**config.mk**
```make
export PLATFORM = sky130hd
export DESIGN_NAME = lsu_ctrl_flat
export DESIGN_NICKNAME = d
export VERILOG_FILES = /design/src/rtl/lsu_ctrl_if.sv /design/src/rtl/lsu_ctrl.sv /design/src/flat_wrapper.sv
export SDC_FILE = /design/constraint.sdc
export NUM_CORES = 1
export LEC_CHECK = 0
export CAP_MARGIN = 40
export CORE_MARGIN = 2
export CORE_UTILIZATION = 47
export DETAILED_ROUTE_END_ITERATION = 8
export PLACE_DENSITY = 0.95
export SLEW_MARGIN = 0
export SYNTH_ARGS = -nofsm -noshare
export SYNTH_HDL_FRONTEND = slang
export SYNTH_SLANG_ARGS = --single-unit
```
**constraint.sdc**
```tcl
create_clock -name clk -period 3.9 [get_ports clk]
set_clock_uncertainty 0.1 [all_clocks]
set_input_delay 0.585 -clock clk [delete_from_list [all_inputs] [get_ports clk]]
set_output_delay 0.585 -clock clk [all_outputs]
set_load 0.05 [all_outputs]
```
**src/rtl/lsu_ctrl_if.sv**
```systemverilog
// lsu_ctrl_if: data-memory bus between the load/store sequencer and memory.
//   master (lsu side): drives mem_valid, mem_we, mem_addr, mem_wstrb, mem_wdata;
//                      receives mem_ready, mem_rvalid, mem_rdata, mem_err.
//   slave  (memory side): the mirror image.
// Request channel is valid/ready; the response channel is a single-cycle
// mem_rvalid carrying read data or a write ack, with mem_err qualified by it.
interface lsu_ctrl_if #(
   parameter int unsigned ADDR_W = 32
);
   logic              mem_valid;
   logic              mem_ready;
   logic              mem_we;
   logic [ADDR_W-1:0] mem_addr;
   logic [3:0]        mem_wstrb;
   logic [31:0]       mem_wdata;
   logic              mem_rvalid;
   logic [31:0]       mem_rdata;
   logic              mem_err;

   modport master (
      output mem_valid, mem_we, mem_addr, mem_wstrb, mem_wdata,
      input  mem_ready, mem_rvalid, mem_rdata, mem_err
   );

   modport slave (
      input  mem_valid, mem_we, mem_addr, mem_wstrb, mem_wdata,
      output mem_ready, mem_rvalid, mem_rdata, mem_err
   );
endinterface

```
**src/rtl/lsu_ctrl.sv**
```systemverilog
// lsu_ctrl: RV32I load/store sequencer between execute and the data-memory bus.
// Accepts one load or store at a time, issues it on the bus, and returns an
// extended load result or a fault with a one-cycle op_done pulse.
//
// Ports:
//   clk, rst             clock, synchronous active-high reset
//   op_load, op_store    request from the core, held until op_done
//   op_func3             RV32I funct3 (access width / signedness)
//   op_addr, op_wdata    effective byte address, store source
//   stall                combinational core stall
//   op_done, op_fault    completion pulse, fault flag valid with op_done
//   op_rdata             extended load data, valid with op_done
//   mem                  data-memory bus (lsu_ctrl_if.master)
//
// Build option LSU_MISALIGN_TRAP_EN: when defined, misaligned halfword/word
// accesses fault without touching the bus; otherwise the low address bits are
// forced to natural alignment and the access proceeds.
module lsu_ctrl #(
   parameter int unsigned ADDR_W = 32
) (
   input  logic              clk,
   input  logic              rst,
   input  logic              op_load,
   input  logic              op_store,
   input  logic [2:0]        op_func3,
   input  logic [ADDR_W-1:0] op_addr,
   input  logic [31:0]       op_wdata,
   output logic              stall,
   output logic              op_done,
   output logic              op_fault,
   output logic [31:0]       op_rdata,
   lsu_ctrl_if.master        mem
);

   typedef enum logic [2:0] {StIdle, StReq, StResp, StDone, StFault} state_e;

   state_e            state_q, state_d;
   logic              valid_q, we_q, err_q;
   logic [ADDR_W-1:0] addr_q;
   logic [3:0]        wstrb_q;
   logic [31:0]       wdata_q, rdata_q;
   logic [2:0]        func3_q;
   logic [1:0]        lane_q;

   logic              req, legal;
   logic [1:0]        lane;
   logic [3:0]        wstrb;
   logic [31:0]       wdata;
   logic [7:0]        rd_byte;
   logic [15:0]       rd_half;
   logic [31:0]       rd_ext;

   // Request decode: legality, lane selection, strobes and replicated data.
   always_comb begin
      req   = op_load | op_store;
      legal = 1'b1;
      lane  = op_addr[1:0];
      wstrb = 4'b0000;
      wdata = op_wdata;

      if (op_load && op_store) legal = 1'b0;
      if (op_load) begin
         case (op_func3)
            3'b000, 3'b001, 3'b010, 3'b100, 3'b101: ;
            default: legal = 1'b0;
         endcase
      end
      if (op_store) begin
         case (op_func3)
            3'b000, 3'b001, 3'b010: ;
            default: legal = 1'b0;
         endcase
      end

      case (op_func3[1:0])
         2'b01: begin
`ifdef LSU_MISALIGN_TRAP_EN
            if (op_addr[0]) legal = 1'b0;
`else
            lane[0] = 1'b0;
`endif
         end
         2'b10: begin
`ifdef LSU_MISALIGN_TRAP_EN
            if (op_addr[1:0] != 2'b00) legal = 1'b0;
`else
            lane = 2'b00;
`endif
         end
         default: ;
      endcase

      case (op_func3[1:0])
         2'b00: begin
            wstrb = 4'b0001 << lane;
            wdata = {4{op_wdata[7:0]}};
         end
         2'b01: begin
            wstrb = 4'b0011 << {lane[1], 1'b0};
            wdata = {2{op_wdata[15:0]}};
         end
         default: wstrb = 4'b1111;
      endcase
      if (!op_store) wstrb = 4'b0000;
   end

   // Load lane extraction and extension from the captured func3/lane.
   always_comb begin
      rd_byte = 8'(mem.mem_rdata >> {lane_q, 3'b000});
      rd_half = lane_q[1] ? mem.mem_rdata[31:16] : mem.mem_rdata[15:0];
      case (func3_q)
         3'b000:  rd_ext = {{24{rd_byte[7]}}, rd_byte};
         3'b100:  rd_ext = {24'h0, rd_byte};
         3'b001:  rd_ext = {{16{rd_half[15]}}, rd_half};
         3'b101:  rd_ext = {16'h0, rd_half};
         default: rd_ext = mem.mem_rdata;
      endcase
   end

   always_comb begin
      state_d = state_q;
      case (state_q)
         StIdle:  if (req) state_d = legal ? StReq : StFault;
         StReq:   if (mem.mem_ready) state_d = StResp;
         // Response is only looked at here, so one accepted in the same cycle
         // as mem_ready cannot skip RESP.
         StResp:  if (mem.mem_rvalid) state_d = StDone;
         StDone:  state_d = StIdle;
         StFault: state_d = StIdle;
         default: state_d = StIdle;
      endcase
   end

   always_ff @(posedge clk) begin
      if (rst) begin
         state_q <= StIdle;
         valid_q <= 1'b0;
         we_q    <= 1'b0;
         addr_q  <= '0;
         wstrb_q <= 4'b0000;
         wdata_q <= 32'h0;
         func3_q <= 3'b000;
         lane_q  <= 2'b00;
         err_q   <= 1'b0;
         rdata_q <= 32'h0;
      end else begin
         state_q <= state_d;
         if (state_q == StIdle && req && legal) begin
            valid_q <= 1'b1;
            we_q    <= op_store;
            addr_q  <= {op_addr[ADDR_W-1:2], 2'b00};
            wstrb_q <= wstrb;
            wdata_q <= wdata;
            func3_q <= op_func3;
            lane_q  <= lane;
         end else if (state_q == StReq && mem.mem_ready) begin
            valid_q <= 1'b0;
         end
         if (state_q == StResp && mem.mem_rvalid) begin
            err_q   <= mem.mem_err;
            rdata_q <= (mem.mem_err || we_q) ? 32'h0 : rd_ext;
         end
      end
   end

   always_comb begin
      op_done  = (state_q == StDone) || (state_q == StFault);
      op_fault = (state_q == StFault) || ((state_q == StDone) && err_q);
      op_rdata = rdata_q;
      stall    = req & ~op_done;
   end

   assign mem.mem_valid = valid_q;
   assign mem.mem_we    = we_q;
   assign mem.mem_addr  = addr_q;
   assign mem.mem_wstrb = wstrb_q;
   assign mem.mem_wdata = wdata_q;

endmodule

```
**src/flat_wrapper.sv**
```systemverilog
// flat-port wrapper written by rule: the top's interface ports become plain ports
module lsu_ctrl_flat 
#(
   parameter int unsigned ADDR_W = 32
)
  (clk, rst, op_load, op_store, op_func3, op_addr, op_wdata, stall, op_done, op_fault, op_rdata, mem_mem_valid, mem_mem_we, mem_mem_addr, mem_mem_wstrb, mem_mem_wdata, mem_mem_ready, mem_mem_rvalid, mem_mem_rdata, mem_mem_err);
  lsu_ctrl_if #(.ADDR_W(ADDR_W)) mem_i ();
  input  logic clk;
  input  logic rst;
  input  logic op_load;
  input  logic op_store;
  input  logic [2:0] op_func3;
  input  logic [ADDR_W-1:0] op_addr;
  input  logic [31:0] op_wdata;
  output logic stall;
  output logic op_done;
  output logic op_fault;
  output logic [31:0] op_rdata;
  output wire logic [$bits(mem_i.mem_valid)-1:0] mem_mem_valid;
  output wire logic [$bits(mem_i.mem_we)-1:0] mem_mem_we;
  output wire logic [$bits(mem_i.mem_addr)-1:0] mem_mem_addr;
  output wire logic [$bits(mem_i.mem_wstrb)-1:0] mem_mem_wstrb;
  output wire logic [$bits(mem_i.mem_wdata)-1:0] mem_mem_wdata;
  input wire logic [$bits(mem_i.mem_ready)-1:0] mem_mem_ready;
  input wire logic [$bits(mem_i.mem_rvalid)-1:0] mem_mem_rvalid;
  input wire logic [$bits(mem_i.mem_rdata)-1:0] mem_mem_rdata;
  input wire logic [$bits(mem_i.mem_err)-1:0] mem_mem_err;
  assign mem_mem_valid = mem_i.mem_valid;
  assign mem_mem_we = mem_i.mem_we;
  assign mem_mem_addr = mem_i.mem_addr;
  assign mem_mem_wstrb = mem_i.mem_wstrb;
  assign mem_mem_wdata = mem_i.mem_wdata;
  assign mem_i.mem_ready = mem_mem_ready;
  assign mem_i.mem_rvalid = mem_mem_rvalid;
  assign mem_i.mem_rdata = mem_mem_rdata;
  assign mem_i.mem_err = mem_mem_err;
  lsu_ctrl #(.ADDR_W(ADDR_W)) u_core (.clk(clk), .rst(rst), .op_load(op_load), .op_store(op_store), .op_func3(op_func3), .op_addr(op_addr), .op_wdata(op_wdata), .stall(stall), .op_done(op_done), .op_fault(op_fault), .op_rdata(op_rdata), .mem(mem_i));
endmodule
```
# After elaboration in Yosys (flattened, before gate mapping)
# Index checks and enable logic that the tools add are counted.
[totals]
ff_bits = 109
in_bits = 106
out_inout_bits = 105
word_cells = 70
[classes]
eq_ne = 16
shift = 3
n_mux = 20
n_bitwise = 3
n_reduce_logical = 18
[op_table]
columns = ["operator", "count"]
rows = [
  ["32-bit case mux with 4 select lines", 1],
  ["32-bit case mux with 2 select lines", 1],
  ["32-bit 2-to-1 mux", 1],
  ["32-bit by 5-bit right shift with 8-bit output", 1],
  ["16-bit 2-to-1 mux", 1],
  ["3-bit equality test (second input constant)", 5],
  ["3-bit 2-to-1 mux", 4],
  ["3-bit by 1-bit equality test with 1-bit output (second input constant)", 3],
  ["3-bit by 2-bit equality test with 1-bit output (second input constant)", 3],
  ["3-bit zero test", 3],
  ["1-bit 2-to-1 mux", 9],
  ["3-bit case mux with 3 select lines", 1],
  ["4-bit case mux with 2 select lines", 1],
  ["1-bit logical AND", 6],
  ["5-bit OR reduction", 1],
  ["4-bit 2-to-1 mux", 1],
  ["2-bit != test (second input constant)", 2],
  ["1-bit by 2-bit << shifter with 4-bit output (first input constant)", 1],
  ["2-bit by 2-bit << shifter with 4-bit output (first input constant)", 1],
  ["1-bit logical OR", 3],
  ["3-bit AND reduction", 1],
  ["3-bit OR reduction", 1],
  ["2-bit by 1-bit equality test with 1-bit output (second input constant)", 1],
  ["2-bit equality test (second input constant)", 1],
  ["7 further kinds", 7],
]

# Longest topological paths before layout
[logic_depth]
depth_word = 9
depth_mapped = 10
ltp_nobuf = 6

# Worst setup path before layout
# OpenSTA, ideal clock, no wires.
[synth_path]
path_type = "input to register"
start = "input port op_func3[1]"
end = "register u_core.func3_q[2]"
setup_ns = 0.132
arrival_time_ns = 2.463
required_time_ns = 3.668
path_slack_ns = 1.205
cell_stages = 10
n_path_buf = 4
cell_sequence = "clkbuf_1 inv_1 ha_1 nor2_1 clkbuf_1 o32ai_2 buf_2 buf_2 nand3_1 a21oi_1"
[synth_via]
elab_chain_cells = 7
elab_cells_between_ends = 12
cone_classes = "eq/ne (4); mux (4); reduce/logical (4)"
[synth_rtl]
columns = ["item", "line", "text"]
rows = [
  ["from (decl)", "flat_wrapper.sv:12", "input logic [2:0] op_func3;"],
  ["3-bit equality test, or another cell as far along", "lsu_ctrl.sv:63", "case (op_func3)"],
  ["5-bit OR reduction", "lsu_ctrl.sv:63", ""],
  ["1-bit 2-to-1 mux", "lsu_ctrl.sv:63", ""],
  ["1-bit 2-to-1 mux", "lsu_ctrl.sv:62", "if (op_load) begin"],
  ["1-bit 2-to-1 mux", "lsu_ctrl.sv:69", "case (op_func3)"],
  ["1-bit 2-to-1 mux *", "lsu_ctrl.sv:68", "if (op_store) begin"],
  ["1-bit logical AND *", "lsu_ctrl.sv:148", "if (state_q == StIdle && req && legal) begin"],
  ["to (signal assigned)", "lsu_ctrl.sv:154", "func3_q <= op_func3;"],
  ["to (decl)", "lsu_ctrl.sv:42", "logic [2:0] func3_q;"],
]
# Every way passes the cells marked *; elsewhere a longest branch is shown, timed or not.
# A chain may end at the register's enable or synchronous reset.

# Worst setup path in the final report
[layout_path]
start = "input port op_load"
end = "output port stall"
[layout_via]
elab_chain_cells = 2
[layout_rtl]
columns = ["item", "line", "text"]
rows = [
  ["from (decl)", "flat_wrapper.sv:10", "input logic op_load;"],
  ["1-bit bitwise OR", "lsu_ctrl.sv:55", "req = op_load | op_store;"],
  ["1-bit AND", "lsu_ctrl.sv:170", "stall = req & ~op_done;"],
  ["to (decl)", "flat_wrapper.sv:15", "output logic stall;"],
]
# No other way between the ends.

==> run metrics <==
residual DRC count 0; CP cell instances clkdlybuf4s50_1 > inv_1 > a21oi_1 > clkdlybuf4s50_1; DP HPWL approximately 12,000 µm; largest net degree at the start of global routing 78; register area around 2200 µm²; met2 Track Usage GR roughly 46%; Internal 1.703 mW; clock root cell clkbuf_8; Post-synth EDFFs 0; worst setup path end stall; final hold vios 0; GRT Max-Usage Layer met2; via count 5,616; Syn. warnings 0; Register-to-Register Path Depth 5; final critical-path required period 2.947 ns; Total GRT Usage between 20% and 30%; Post-Place Cells 927; Mapped Area 5161 µm²; worst vdd ir 227.4 µV; routing usage on met1 33.28%; fin. max-slew vios 0; mean routed wirelength per cell 17.93 µm; met3 Resource Use GR 8.727%; Rel. slew slack 40.76%; Sw Share 36.15%; CP Max Fanout 5; TritonRoute pass-1 iters 5; Synth Register Bits around 110; sequential area share after synthesis 42.28%; Placement Setup Slack 0.6381 ns; Clk pwr share 26.2%; Unique masters post-synth 43; CP startpoint op_load; CP required 3.21 ns; CP Class in2out; CTS Sinks ~110; H-Tree Level Count 3; First DRT Iteration DRCs 404; FF-to-FF Start u_core.state_q[1]$_SDFFE_PP0P_; Crit. End Element output pin; Psw a little under 1 mW; hold buffers post-CTS 0; CTS clk-pin slew, worst paths ~0.1 ns; Die H 108.8 µm; crit-path max cell delay 0.82 ns; final setup TNS 0 ns; PwrDens ~360 nW/µm²; post-synth top area share 42.28%; most common cell after layout, fill and taps aside clkdlybuf4s50_1; Crit path top cell by count clkdlybuf4s50_1; first-pass GRT wire length 25,840 µm; Critical path buffers and inverters 3; vias in the first global route 5,139; R2R setup slack 1.37 ns; share of post-route cells with drive strength above 1 6.102%; # port buffers 208; Top FF cell, synth dfxtp_1; non-filler instance count after layout 943; Static Leak 2.654 nW; fill count about 840; worst hold path startpoint u_core.op_rdata[15]$_SDFFE_PP0P_; clock buffer depth 2; CP Depth 4; initial antenna violation count 1; final cycle utilization of the critical path between 70% and 80%; Ant. Diodes 0; Hold Path Stages 1; syn avg cell area 8.232 µm²; core box area about 11,000 µm²; top cell family by delay on the critical path buffers and inverters; Num CTS Buffers 9; standard-cell rows 38; final setup fails 0; Critical Path AT 2.26 ns; final setup margin between 0.9 and 1 ns; Hold WC Path Type reg2reg; setup bufs post-CTS 0; synthesized instance count approximately 630; RR Endpoint u_core.op_rdata[17]$_SDFFE_PP0P_; Flop pwr share between 40% and 50%; worst-path cell with the longest stage delay clkdlybuf4s50_1; post_cts resized 0; RSZ-0062 raised after global routing false; Final Total Pwr 2.667 mW; run status finished, final reports clean; Comb pwr share 28.7%; Final ANT Viol Nets 0; Max Freq 0.3394 GHz; via/cell ratio 5.955; Initial Util a little under half; worst skew pair latency ~0.37 ns; commonest non-fill, non-tap cells in the layout clkdlybuf4s50_1, dfxtp_1, a21oi_1; die width around 110 µm; area of the multi-input gates 2675 µm²; GPL Wtd Cong 0.9169; DIE AREA ~12,000 µm²; final WL 16,910 µm; CP startpoint kind input port; Area growth, synth to finish 44.70%; dominant cells by area after synthesis dfxtp_1, a21oi_1, o21ai_0; Tightest Pin Transition slightly below 0.9 ns; TritonCTS clock tree done; max cap viols 0; GRT overflow 0; I/O pin cnt 211; NumNets Final 908; ys async rst share 0%; cell taking the most area after synthesis dfxtp_1
[sequential cells by signal (all words and copies together) (netlist names)]
name,flops
u_core.err_q,1
u_core.func3_q,3
u_core.lane_q,2
u_core.mem.mem_addr,30
u_core.mem.mem_valid,1
u_core.mem.mem_wdata,32
u_core.mem.mem_we,1
u_core.mem.mem_wstrb,4
u_core.op_rdata,32
u_core.state_q,3
[metal layers]
metal | vias up | routed length (µm) | part of all wire (%)
met5 | - | 11 | 0.065
met2 | 314 | 8050 | 48
met4 | 2 | 567 | 3.4
met1 | 2632 | 6597 | 39
li1 | 2623 | - | -
met3 | 45 | 1681 | 9.9
[synthesized netlist by cell type, types with 2 or more instances]
library cell and number:
nor2b_1 13, nand2b_1 11, buf_4 2, o22ai_1 4, clkbuf_1 46, nand3_1 44
a211oi_1 8, nand2_1 59, o21ai_1 7, nor2_1 15, a221o_1 16, a22o_1 6
ha_1 4, a22oi_1 8, buf_6 2, inv_1 16, o21ai_0 77, nor4b_4 2
nand4_1 16, or3_1 10, a32o_1 15, a21oi_1 81, mux2_2 9, nor3_1 7
dfxtp_1 109, mux2i_1 13, buf_2 10, buf_1 2
[worst min-delay path by stage]
stage,slack [ns],to
after CTS,0.38,u_core.op_rdata[15]$_SDFFE_PP0P_
after global placement,0.35,u_core.op_rdata[15]$_SDFFE_PP0P_
after detailed placement,0.35,u_core.op_rdata[15]$_SDFFE_PP0P_
after floorplan,0.36,u_core.err_q$_SDFFE_PP0P_
after global routing,0.39,u_core.op_rdata[15]$_SDFFE_PP0P_
final,0.37,u_core.op_rdata[15]$_SDFFE_PP0P_
[power by group through the flow]
stage	Clock (mW)	Sequential, mW	Combinational, mW
after floorplan	0	1.38	0.306
after global placement	0	1.23	0.745
after detailed placement	0	1.23	0.755
after CTS	0.709	1.20	0.759
after global routing	0.771	1.21	0.809
final	0.698	1.20	0.766
[area by class of cell]
| cell class | count | share of cell area, % |
|---|---|---|
| Clock inverter | 7 | 1.039 |
| Tap cell | 140 | 2.345 |
| Sequential cell | 109 | 29.22 |
| Inverter | 16 | 0.8042 |
| Multi-Input combinational cell | 441 | 35.82 |
| Clock buffer | 9 | 1.659 |
| Timing Repair Buffer | 221 | 29.12 |
[stage by stage]
stage	utilization, %	hold WS [ns]	instance area [µm²]
global route	69.20	0.3892	7468
detailed placement	67.33	0.3537	7267
CTS	69.20	0.3791	7468
floorplan	-	0.3600	5165
finish	69.20	0.3747	7468
global placement	67.26	0.3521	7259
[cells by family after synthesis]
family	after synthesis	synth area share, %
AO/OA/AOI/OAI	230	27.30
AND/OR/NAND/NOR	181	17.94
flip-flops	109	42.28
buffers and inverters	78	6.352
multiplexers	23	4.921
adder cells (fa/ha/maj)	4	0.9697
other	1	0.07266
XOR/XNOR	1	0.1697
(Power assumes the default switching activity.)
